`src/rtl/socket_wr_arbiter.sv`:
```
`default_nettype none
// ============================================================================
// Module  : socket_wr_arbiter
// Brief   : Frame-level round-robin arbiter sharing one socket FIFO write port.
// Revision: 1.0
// ============================================================================
module socket_wr_arbiter #(
    parameter int DATA_WIDTH = 16,
    parameter int N_REQ      = 2,
    parameter int FRAME_LEN  = 5
) (
    input  logic                          i_clk,
    input  logic                          i_rst,
    input  logic [N_REQ-1:0]              i_req,
    input  logic [N_REQ*DATA_WIDTH-1:0]   i_data,
    input  logic [N_REQ-1:0]              i_dv,
    input  logic                          i_full,
    input  logic                          i_empty,
    output logic [N_REQ-1:0]              o_grant,
    output logic [DATA_WIDTH-1:0]         o_data,
    output logic                          o_wr_en,
    output logic [$clog2(N_REQ)-1:0]      o_cur_id,
    output logic                          o_busy,
    output logic                          o_frame_done,
    output logic                          o_overflow
);

    localparam int ID_W  = $clog2(N_REQ);
    localparam int CNT_W = $clog2(FRAME_LEN + 1);

    typedef enum logic [0:0] {
        ST_IDLE = 1'b0,
        ST_XFER = 1'b1
    } state_t;

    state_t                r_state, w_state_nxt;
    logic [ID_W-1:0]       r_last, w_last_nxt;
    logic [CNT_W-1:0]      r_beat_cnt, w_cnt_nxt, w_cnt_inc;
    logic [N_REQ-1:0]      r_grant, w_grant_nxt;
    logic [DATA_WIDTH-1:0] r_data, w_data_nxt, w_data_cur;
    logic                  r_wr_en, w_wr_nxt;
    logic [ID_W-1:0]       r_cur_id, w_cur_nxt, w_sel;
    logic                  r_busy, w_busy_nxt;
    logic                  r_frame_done, w_done_nxt;
    logic                  r_overflow, w_ovf_nxt;
    logic                  w_dv_cur;
    int                    w_idx;

    // Round-robin search: descending loop so the closest requester after r_last wins.
    always_comb begin
        w_sel = r_last;
        w_idx = 0;
        for (int i = N_REQ; i >= 1; i--) begin
            w_idx = (int'(r_last) + i) % N_REQ;
            if (i_req[ID_W'(w_idx)]) begin
                w_sel = ID_W'(w_idx);
            end
        end
    end

    always_comb begin
        w_data_cur = '0;
        w_dv_cur   = 1'b0;
        for (int k = 0; k < N_REQ; k++) begin
            if (r_cur_id == ID_W'(k)) begin
                w_data_cur = i_data[k*DATA_WIDTH +: DATA_WIDTH];
                w_dv_cur   = i_dv[k];
            end
        end
    end

    assign w_cnt_inc = r_beat_cnt + CNT_W'(1);

    always_comb begin
        w_state_nxt = r_state;
        w_last_nxt  = r_last;
        w_cnt_nxt   = r_beat_cnt;
        w_grant_nxt = r_grant;
        w_data_nxt  = r_data;
        w_wr_nxt    = 1'b0;
        w_cur_nxt   = r_cur_id;
        w_busy_nxt  = r_busy;
        w_done_nxt  = 1'b0;
        w_ovf_nxt   = r_overflow;
        case (r_state)
            ST_IDLE: begin
                if ((|i_req) && i_empty) begin
                    w_grant_nxt = '0;
                    w_grant_nxt[w_sel] = 1'b1;
                    w_cur_nxt   = w_sel;
                    w_last_nxt  = w_sel;
                    w_busy_nxt  = 1'b1;
                    w_cnt_nxt   = '0;
                    w_state_nxt = ST_XFER;
                end
            end
            ST_XFER: begin
                if (w_dv_cur) begin
                    w_cnt_nxt = w_cnt_inc;
                    // A beat hitting a full socket is dropped but still counted.
                    if (i_full) begin
                        w_ovf_nxt = 1'b1;
                    end else begin
                        w_wr_nxt   = 1'b1;
                        w_data_nxt = w_data_cur;
                    end
                    if (w_cnt_inc == CNT_W'(FRAME_LEN)) begin
                        w_done_nxt  = 1'b1;
                        w_grant_nxt = '0;
                        w_busy_nxt  = 1'b0;
                        w_cnt_nxt   = '0;
                        w_state_nxt = ST_IDLE;
                    end
                end
            end
            default: begin
                w_state_nxt = ST_IDLE;
            end
        endcase
    end

    always_ff @(posedge i_clk) begin
        if (i_rst) begin
            r_state      <= ST_IDLE;
            r_last       <= ID_W'(N_REQ - 1);
            r_beat_cnt   <= '0;
            r_grant      <= '0;
            r_data       <= '0;
            r_wr_en      <= 1'b0;
            r_cur_id     <= '0;
            r_busy       <= 1'b0;
            r_frame_done <= 1'b0;
            r_overflow   <= 1'b0;
        end else begin
            r_state      <= w_state_nxt;
            r_last       <= w_last_nxt;
            r_beat_cnt   <= w_cnt_nxt;
            r_grant      <= w_grant_nxt;
            r_data       <= w_data_nxt;
            r_wr_en      <= w_wr_nxt;
            r_cur_id     <= w_cur_nxt;
            r_busy       <= w_busy_nxt;
            r_frame_done <= w_done_nxt;
            r_overflow   <= w_ovf_nxt;
        end
    end

    assign o_grant      = r_grant;
    assign o_data       = r_data;
    assign o_wr_en      = r_wr_en;
    assign o_cur_id     = r_cur_id;
    assign o_busy       = r_busy;
    assign o_frame_done = r_frame_done;
    assign o_overflow   = r_overflow;

endmodule
`default_nettype wire

```
`config.mk`:
```
export PLATFORM = sky130hd
export DESIGN_NAME = socket_wr_arbiter
export DESIGN_NICKNAME = d
export VERILOG_FILES = /design/src/rtl/socket_wr_arbiter.sv
export SDC_FILE = /design/constraint.sdc
export NUM_CORES = 1
export LEC_CHECK = 0
export CELL_PAD_IN_SITES_DETAIL_PLACEMENT = 1
export CELL_PAD_IN_SITES_GLOBAL_PLACEMENT = 1
export CORE_MARGIN = 5
export CORE_UTILIZATION = 30
export DETAILED_ROUTE_END_ITERATION = 10
export PLACE_DENSITY_LB_ADDON = 0.08
export SLEW_MARGIN = 0
export SYNTH_ARGS = -nofsm -noshare
export SYNTH_HDL_FRONTEND = slang
export SYNTH_SLANG_ARGS = --single-unit
```
`constraint.sdc`:
```
create_clock -name i_clk -period 2 [get_ports i_clk]
set_clock_uncertainty 0.15 [all_clocks]
set_input_delay 0.4 -clock i_clk [delete_from_list [all_inputs] [get_ports i_clk]]
set_output_delay 0.4 -clock i_clk [all_outputs]
set_load 0.01 [all_outputs]
```
==> impl_metrics.py, run 1 <==
metrics = {
    "setup_path": {
        "arrival_ps": 1380,
        "cpLargestDelayFamily": "buffers and inverters",
        "crit_required_ps": 1450,
        "crit_chain": "clkdlybuf4s50_1",
        "cp-end-kind": "output pin",
        "path_class": "flop to output pin",
        "path_max_fanout": 5,
        "cp_slowest_cell": "clkdlybuf4s50_1",
        "r2r_slack_ps": 260,
        "crit_buf_inv": 1,
        "start_kind": "flop",
        "slowest_delay_ps": 600,
    },
    "timing": {
        "worst-slew-pin-transition_ps": 450,
        "fin_crit_sh": 0.963,
        "maxSlewViolCount": 0,
        "fin_hold_ws_ps": 311,
        "max_freq_mhz": 519,
        "slew_headroom": 0.699,
        "period_needed_ps": 1930,
        "setup_viol": 0,
        "hold_violations": 0,
        "tns_ps": 0,
        "rsz0062_at_grt": "false",
        "fin_ws_ps": 74.9,
    },
    "layout": {
        "finish.utilization": 0.481,
        "area_delta_synth_final_pct": 55.8,
        "finalNonFillerCells": 287,
        "layout-drive-gt1-share": 0.218,
        "fill_cells": 544,
        "largest_reg_flops": 16,
        "nets": 263,
        "antenna_cells": 0,
        "design_area_mm2": 0.00227,
    },
    "floorplanning": {
        "die_w_um": 79.7,
        "initial_core_util": 0.309,
        "ios": 63,
        "core_mm2": 0.00472,
        "die_area_mm2": 0.00635,
        "fp.dieH_um": 79.7,
        "rows": 25,
    },
    "clock_network": {
        "clk_latency_ps": 270,
        "cts-resized-gates": 0,
        "cts-hold-fix-buffers": 0,
        "clockBufferDepth": 2,
        "htreeDepth": 1,
        "cts-root-buf": "clkbuf_8",
        "numCtsBuffers": 3,
        "cts.sinks": 28,
        "path_clk_slew_ps": 100,
        "cts_tree": "built",
        "cts_setup_buffers": 0,
    },
    "drt": {
        "first_pass_iters": 4,
        "vias": 1397,
        "postRouteAntennaNets": 0,
        "wirelength_mm": 4.57,
        "via_per_inst": 4.87,
        "drc": 0,
        "wire_per_inst_um": 15.9,
        "drtIter0Drc": 7,
    },
    "placed_design": {
        "placed_cell_area_mm2": 0.00222,
        "dp_hpwl_mm": 3.66,
        "gp_congestion": 0.706,
        "portBuffers": 62,
        "dp_cells": 283,
        "place_ws_ps": -84.3,
    },
    "pwr": {
        "leakage_nw": 0.784,
        "peakVddDrop_v": 0.000235,
        "total_power_mw": 1.29,
        "power.density_mw_per_mm2": 569,
    },
    "logic_synthesis": {
        "synth-simple-area-share": 0.142,
        "synth_compound_area_frac": 0.188,
        "synth.top_cell.area_share": 0.385,
        "syn_nets": 194,
        "ys_ff_latch": 28,
        "synthXorXnorAreaFrac": 0.0120,
        "synth_top_family_by_area": "compound AO/OA/AOI/OAI gates",
        "yosysSeqAreaShare": 0.385,
        "ys_warn_count": 0,
        "synth_cell_types": 27,
        "syn_inst": 152,
        "yosys.area.top_type": "dfxtp_1",
        "muxShareOfSynthArea": 0.141,
        "ys_top_cells_by_area": "dfxtp_1 38%, mux2_2 13%, a211oi_2 7.7%, nor4_1 7.3%, inv_1 6.2%",
        "synth.avg_cell_area_um2": 9.59,
        "syn-cell-area_mm2": 0.00146,
        "synthAdderAreaFrac": 0.0172,
    },
    "global_routing": {
        "grt_pass1_wl_mm": 7.40,
        "antenna_found_initial": 0,
        "grt_max_degree": 26,
        "overflow": 0,
        "grt_pass1_vias": 1512,
        "grt_use_total": 0.147,
    },
    "worst_hold_path": {
        "min_path_type": "flop to flop",
    },
    "outcome": {
        "status": "finished, final reports clean",
    },
    "job": {
        "cap_violations": 0,
    },
}
worst paths after layout:
check,from,endpoint,cells after the start
worst max-delay path,o_cur_id$_SDFFE_PP0P_,o_cur_id,1
worst min-delay path,o_data[13]$_SDFFE_PP0P_,o_data[13]$_SDFFE_PP0P_,2
worst max register to register,r_state$_SDFF_PP0_,o_data[9]$_SDFFE_PP0P_,4
worst min register to register,o_data[13]$_SDFFE_PP0P_,o_data[13]$_SDFFE_PP0P_,2
power by group:
part	total (mW)	internal [mW]	switching [mW]
clock	0.350	0.176	0.174
combinational	0.335	0.199	0.137
sequential	0.607	0.586	0.0214
total	1.29	0.961	0.332
cell families (layout without fill, tap and decap cells):
| kind of cell | after synthesis | in the layout |
|---|---|---|
| buf+inv | 38 | 106 |
| simple gates | 34 | 34 |
| compound gates | 30 | 30 |
| flops | 28 | 28 |
| mux | 18 | 18 |
| fa+ha+maj | 2 | 2 |
| xor+xnor | 2 | 2 |
layer usage:
layer | share of wire | vias up | global-route usage
met2 | 0.51 | 34 | 0.271
met3 | 0.073 | 2 | 0.0418
met1 | 0.41 | 668 | 0.167
met5 | 0 | - | 0
li1 | - | 693 | -
met4 | 0.0042 | 0 | 0.0309
cell usage in the layout, fill, tap and decap left out, drive strengths merged:
cell type / netlist / layout
nor3b: 1 / 1
nor4: 17 / 17
xnor2: 2 / 2
nand4b: 1 / 1
nor2b: 4 / 4
inv: 24 / 24
ha: 2 / 2
clkbuf: 7 / 4
a211oi: 18 / 18
nand2b: 2 / 2
o22ai: 1 / 1
mux2: 17 / 17
nor2: 6 / 6
buf: 7 / 16
dfxtp: 28 / 28
a31oi: 2 / 2
clkdlybuf4s50: 0 / 62
o2111ai: 2 / 2
mux2i: 1 / 1
a311oi: 1 / 1
o41ai: 5 / 5
or4b: 1 / 1
or4: 1 / 1
or3: 1 / 1
o21ai: 1 / 1
layout make-up:
| cell class | instances | area, um^2 | share of cell area |
|---|---|---|---|
| repair buffers | 78 | 753 | 0.332 |
| inverters | 24 | 90.1 | 0.0397 |
| multi-input cells | 86 | 728 | 0.321 |
| flip-flops and latches | 28 | 561 | 0.247 |
| clock buffers | 4 | 55.1 | 0.0242 |
| well taps | 67 | 83.8 | 0.0369 |
cell usage after synthesis:
library cell,number
nand4b_1,1
nor4_1,17
buf_1,1
a211oi_2,9
a211oi_1,9
o41ai_1,5
a31oi_1,2
or4_1,1
buf_6,3
nor2b_1,4
ha_1,2
nor2_1,6
or4b_2,1
o2111ai_1,2
a311oi_1,1
mux2_2,17
or3_1,1
nor3b_1,1
dfxtp_1,28
o22ai_1,1
buf_2,3
mux2i_2,1
xnor2_1,2
o21ai_0,1
nand2b_1,2
clkbuf_1,7
inv_1,24
No activity file was read; power rests on OpenSTA's default activity.
==> run 2, diff against run 1 <==
--- a/config.mk
+++ b/config.mk
@@ -7,7 +7,7 @@
 export LEC_CHECK = 0
 export CELL_PAD_IN_SITES_DETAIL_PLACEMENT = 1
 export CELL_PAD_IN_SITES_GLOBAL_PLACEMENT = 1
-export CORE_MARGIN = 5
+export CORE_MARGIN = 2
 export CORE_UTILIZATION = 30
 export DETAILED_ROUTE_END_ITERATION = 10
 export PLACE_DENSITY_LB_ADDON = 0.08
==> run 2 against run 1 <==
Setup slack improved by 27 ps. Critical path depth did not move. Global-route usage up 2.3 points. Clock power shrank 13%. Die area decreased by 14%. Register-to-register slack improved by 50 ps. First-iteration DRC count rose to 3.9 times the previous value. Flip-flop and latch count is the same. Sequential power hardly changed. Power decreased by 3.2%. Largest cell class unchanged.
==> impl_metrics.py, run 2 (synthesized netlist as in run 1, its figures left out) <==
metrics = {
    "setup_path": {
        "startpoint": "o_cur_id$_SDFFE_PP0P_",
        "crit_chain": "clkdlybuf4s50_1",
        "r2r_slack_ps": 310,
        "cpLargestDelayFamily": "buffers and inverters",
        "slowest_delay_ps": 600,
        "arrival_ps": 1350,
        "cp_num_cells": 1,
        "start_kind": "flop",
        "r2r-end": "o_data[2]$_SDFFE_PP0P_",
        "path_class": "flop to output pin",
        "cp-endpoint": "o_cur_id",
        "crit_required_ps": 1450,
        "path_max_fanout": 5,
        "cp-end-kind": "output pin",
        "r2r-start": "o_cur_id$_SDFFE_PP0P_",
        "crit_buf_inv": 1,
        "cp_slowest_cell": "clkdlybuf4s50_1",
        "reg2regPathDepth": 4,
    },
    "floorplanning": {
        "core_mm2": 0.00469,
        "ios": 63,
        "fp.dieH_um": 73.7,
        "rows": 25,
        "initial_core_util": 0.311,
        "die_w_um": 73.7,
        "die_area_mm2": 0.00543,
    },
    "clock_network": {
        "htreeDepth": 1,
        "numCtsBuffers": 3,
        "cts-resized-gates": 0,
        "clockBufferDepth": 2,
        "cts_setup_buffers": 0,
        "path_clk_slew_ps": 90,
        "cts_tree": "built",
        "cts.sinks": 28,
        "cts-root-buf": "clkbuf_8",
        "cts-hold-fix-buffers": 0,
        "clk_latency_ps": 270,
    },
    "pwr": {
        "peakVddDrop_v": 0.000228,
        "clkPwrFrac": 0.243,
        "leakage_nw": 0.783,
        "p_sw_frac": 0.263,
        "power.density_mw_per_mm2": 556,
        "power_frac_seq": 0.483,
        "total_power_mw": 1.25,
        "p_switching_mw": 0.328,
        "comb_power_share": 0.273,
        "intPower_mw": 0.923,
    },
    "layout": {
        "area_delta_synth_final_pct": 54.2,
        "final_cell_mix": "62 x clkdlybuf4s50_1, 28 x dfxtp_1, 24 x inv_1, 17 x mux2_2, 17 x nor4_1",
        "antenna_cells": 0,
        "final_common_cell": "clkdlybuf4s50_1",
        "finalNonFillerCells": 274,
        "finish.utilization": 0.479,
        "nets": 264,
        "layout-drive-gt1-share": 0.218,
        "design_area_mm2": 0.00225,
        "largest_reg_flops": 16,
    },
    "placed_design": {
        "gp_congestion": 0.712,
        "portBuffers": 62,
        "dp_hpwl_mm": 3.41,
        "placed_cell_area_mm2": 0.00221,
        "dp_cells": 271,
        "place_ws_ps": -65.5,
    },
    "drt": {
        "wire_per_inst_um": 15.9,
        "vias": 1377,
        "drtIter0Drc": 27,
        "first_pass_iters": 3,
        "postRouteAntennaNets": 0,
        "via_per_inst": 5.03,
        "wirelength_mm": 4.37,
        "drc": 0,
    },
    "worst_hold_path": {
        "worstHoldPathCells": 2,
        "min_path_type": "flop to flop",
    },
    "outcome": {
        "status": "finished, final reports clean",
    },
    "global_routing": {
        "grt_pass1_wl_mm": 7.18,
        "grt_pass1_vias": 1551,
        "overflow": 0,
        "grt_use_total": 0.170,
        "grt_max_degree": 18,
        "antenna_found_initial": 0,
    },
    "job": {
        "cap_violations": 0,
    },
    "timing": {
        "tns_ps": 0,
        "maxSlewViolCount": 0,
        "fin_hold_ws_ps": 318,
        "fin_crit_sh": 0.949,
        "fin_ws_ps": 102,
        "hold_violations": 0,
        "period_needed_ps": 1900,
        "worst-slew-pin-transition_ps": 365,
        "setup_viol": 0,
        "max_freq_mhz": 527,
        "rsz0062_at_grt": "false",
        "slew_headroom": 0.755,
    },
}
[run 2: layout make-up]
type	count	area, um^2
well taps	54	67.6
multi-input cells	86	728
clock buffers	3	41.3
repair buffers	79	761
fillers	527	2440
inverters	24	90.1
flip-flops and latches	28	561
[run 2: layer usage]
layer / share of wire / vias to the layer above / global-route usage
met5: 0 / - / 0
met3: 0.035 / 4 / 0.0219
met4: 0.0071 / 0 / 0.0424
met2: 0.53 / 30 / 0.316
li1: - / 689 / -
met1: 0.42 / 654 / 0.205
[run 2: how the worst min path moves through the flow]
stage                          startpoint                          to
6_report           o_data[4]$_SDFFE_PP0P_      o_data[4]$_SDFFE_PP0P_
3_5_place_dp       o_data[9]$_SDFFE_PP0P_      o_data[9]$_SDFFE_PP0P_
2_1_floorplan  r_beat_cnt[1]$_SDFFE_PP0P_  r_beat_cnt[1]$_SDFFE_PP0P_
4_1_cts            o_data[5]$_SDFFE_PP0P_      o_data[5]$_SDFFE_PP0P_
3_3_place_gp       o_data[9]$_SDFFE_PP0P_      o_data[9]$_SDFFE_PP0P_
5_1_grt           o_data[14]$_SDFFE_PP0P_     o_data[14]$_SDFFE_PP0P_
[run 2: power groups by stage]
stage               Combinational, mW  Sequential (mW)  Clock [mW]
floorplan                       0.151            0.624           0
global placement                0.334            0.617           0
detailed placement              0.345            0.618           0
CTS                             0.347            0.605       0.317
global route                    0.371            0.609       0.338
finish                          0.342            0.605       0.304
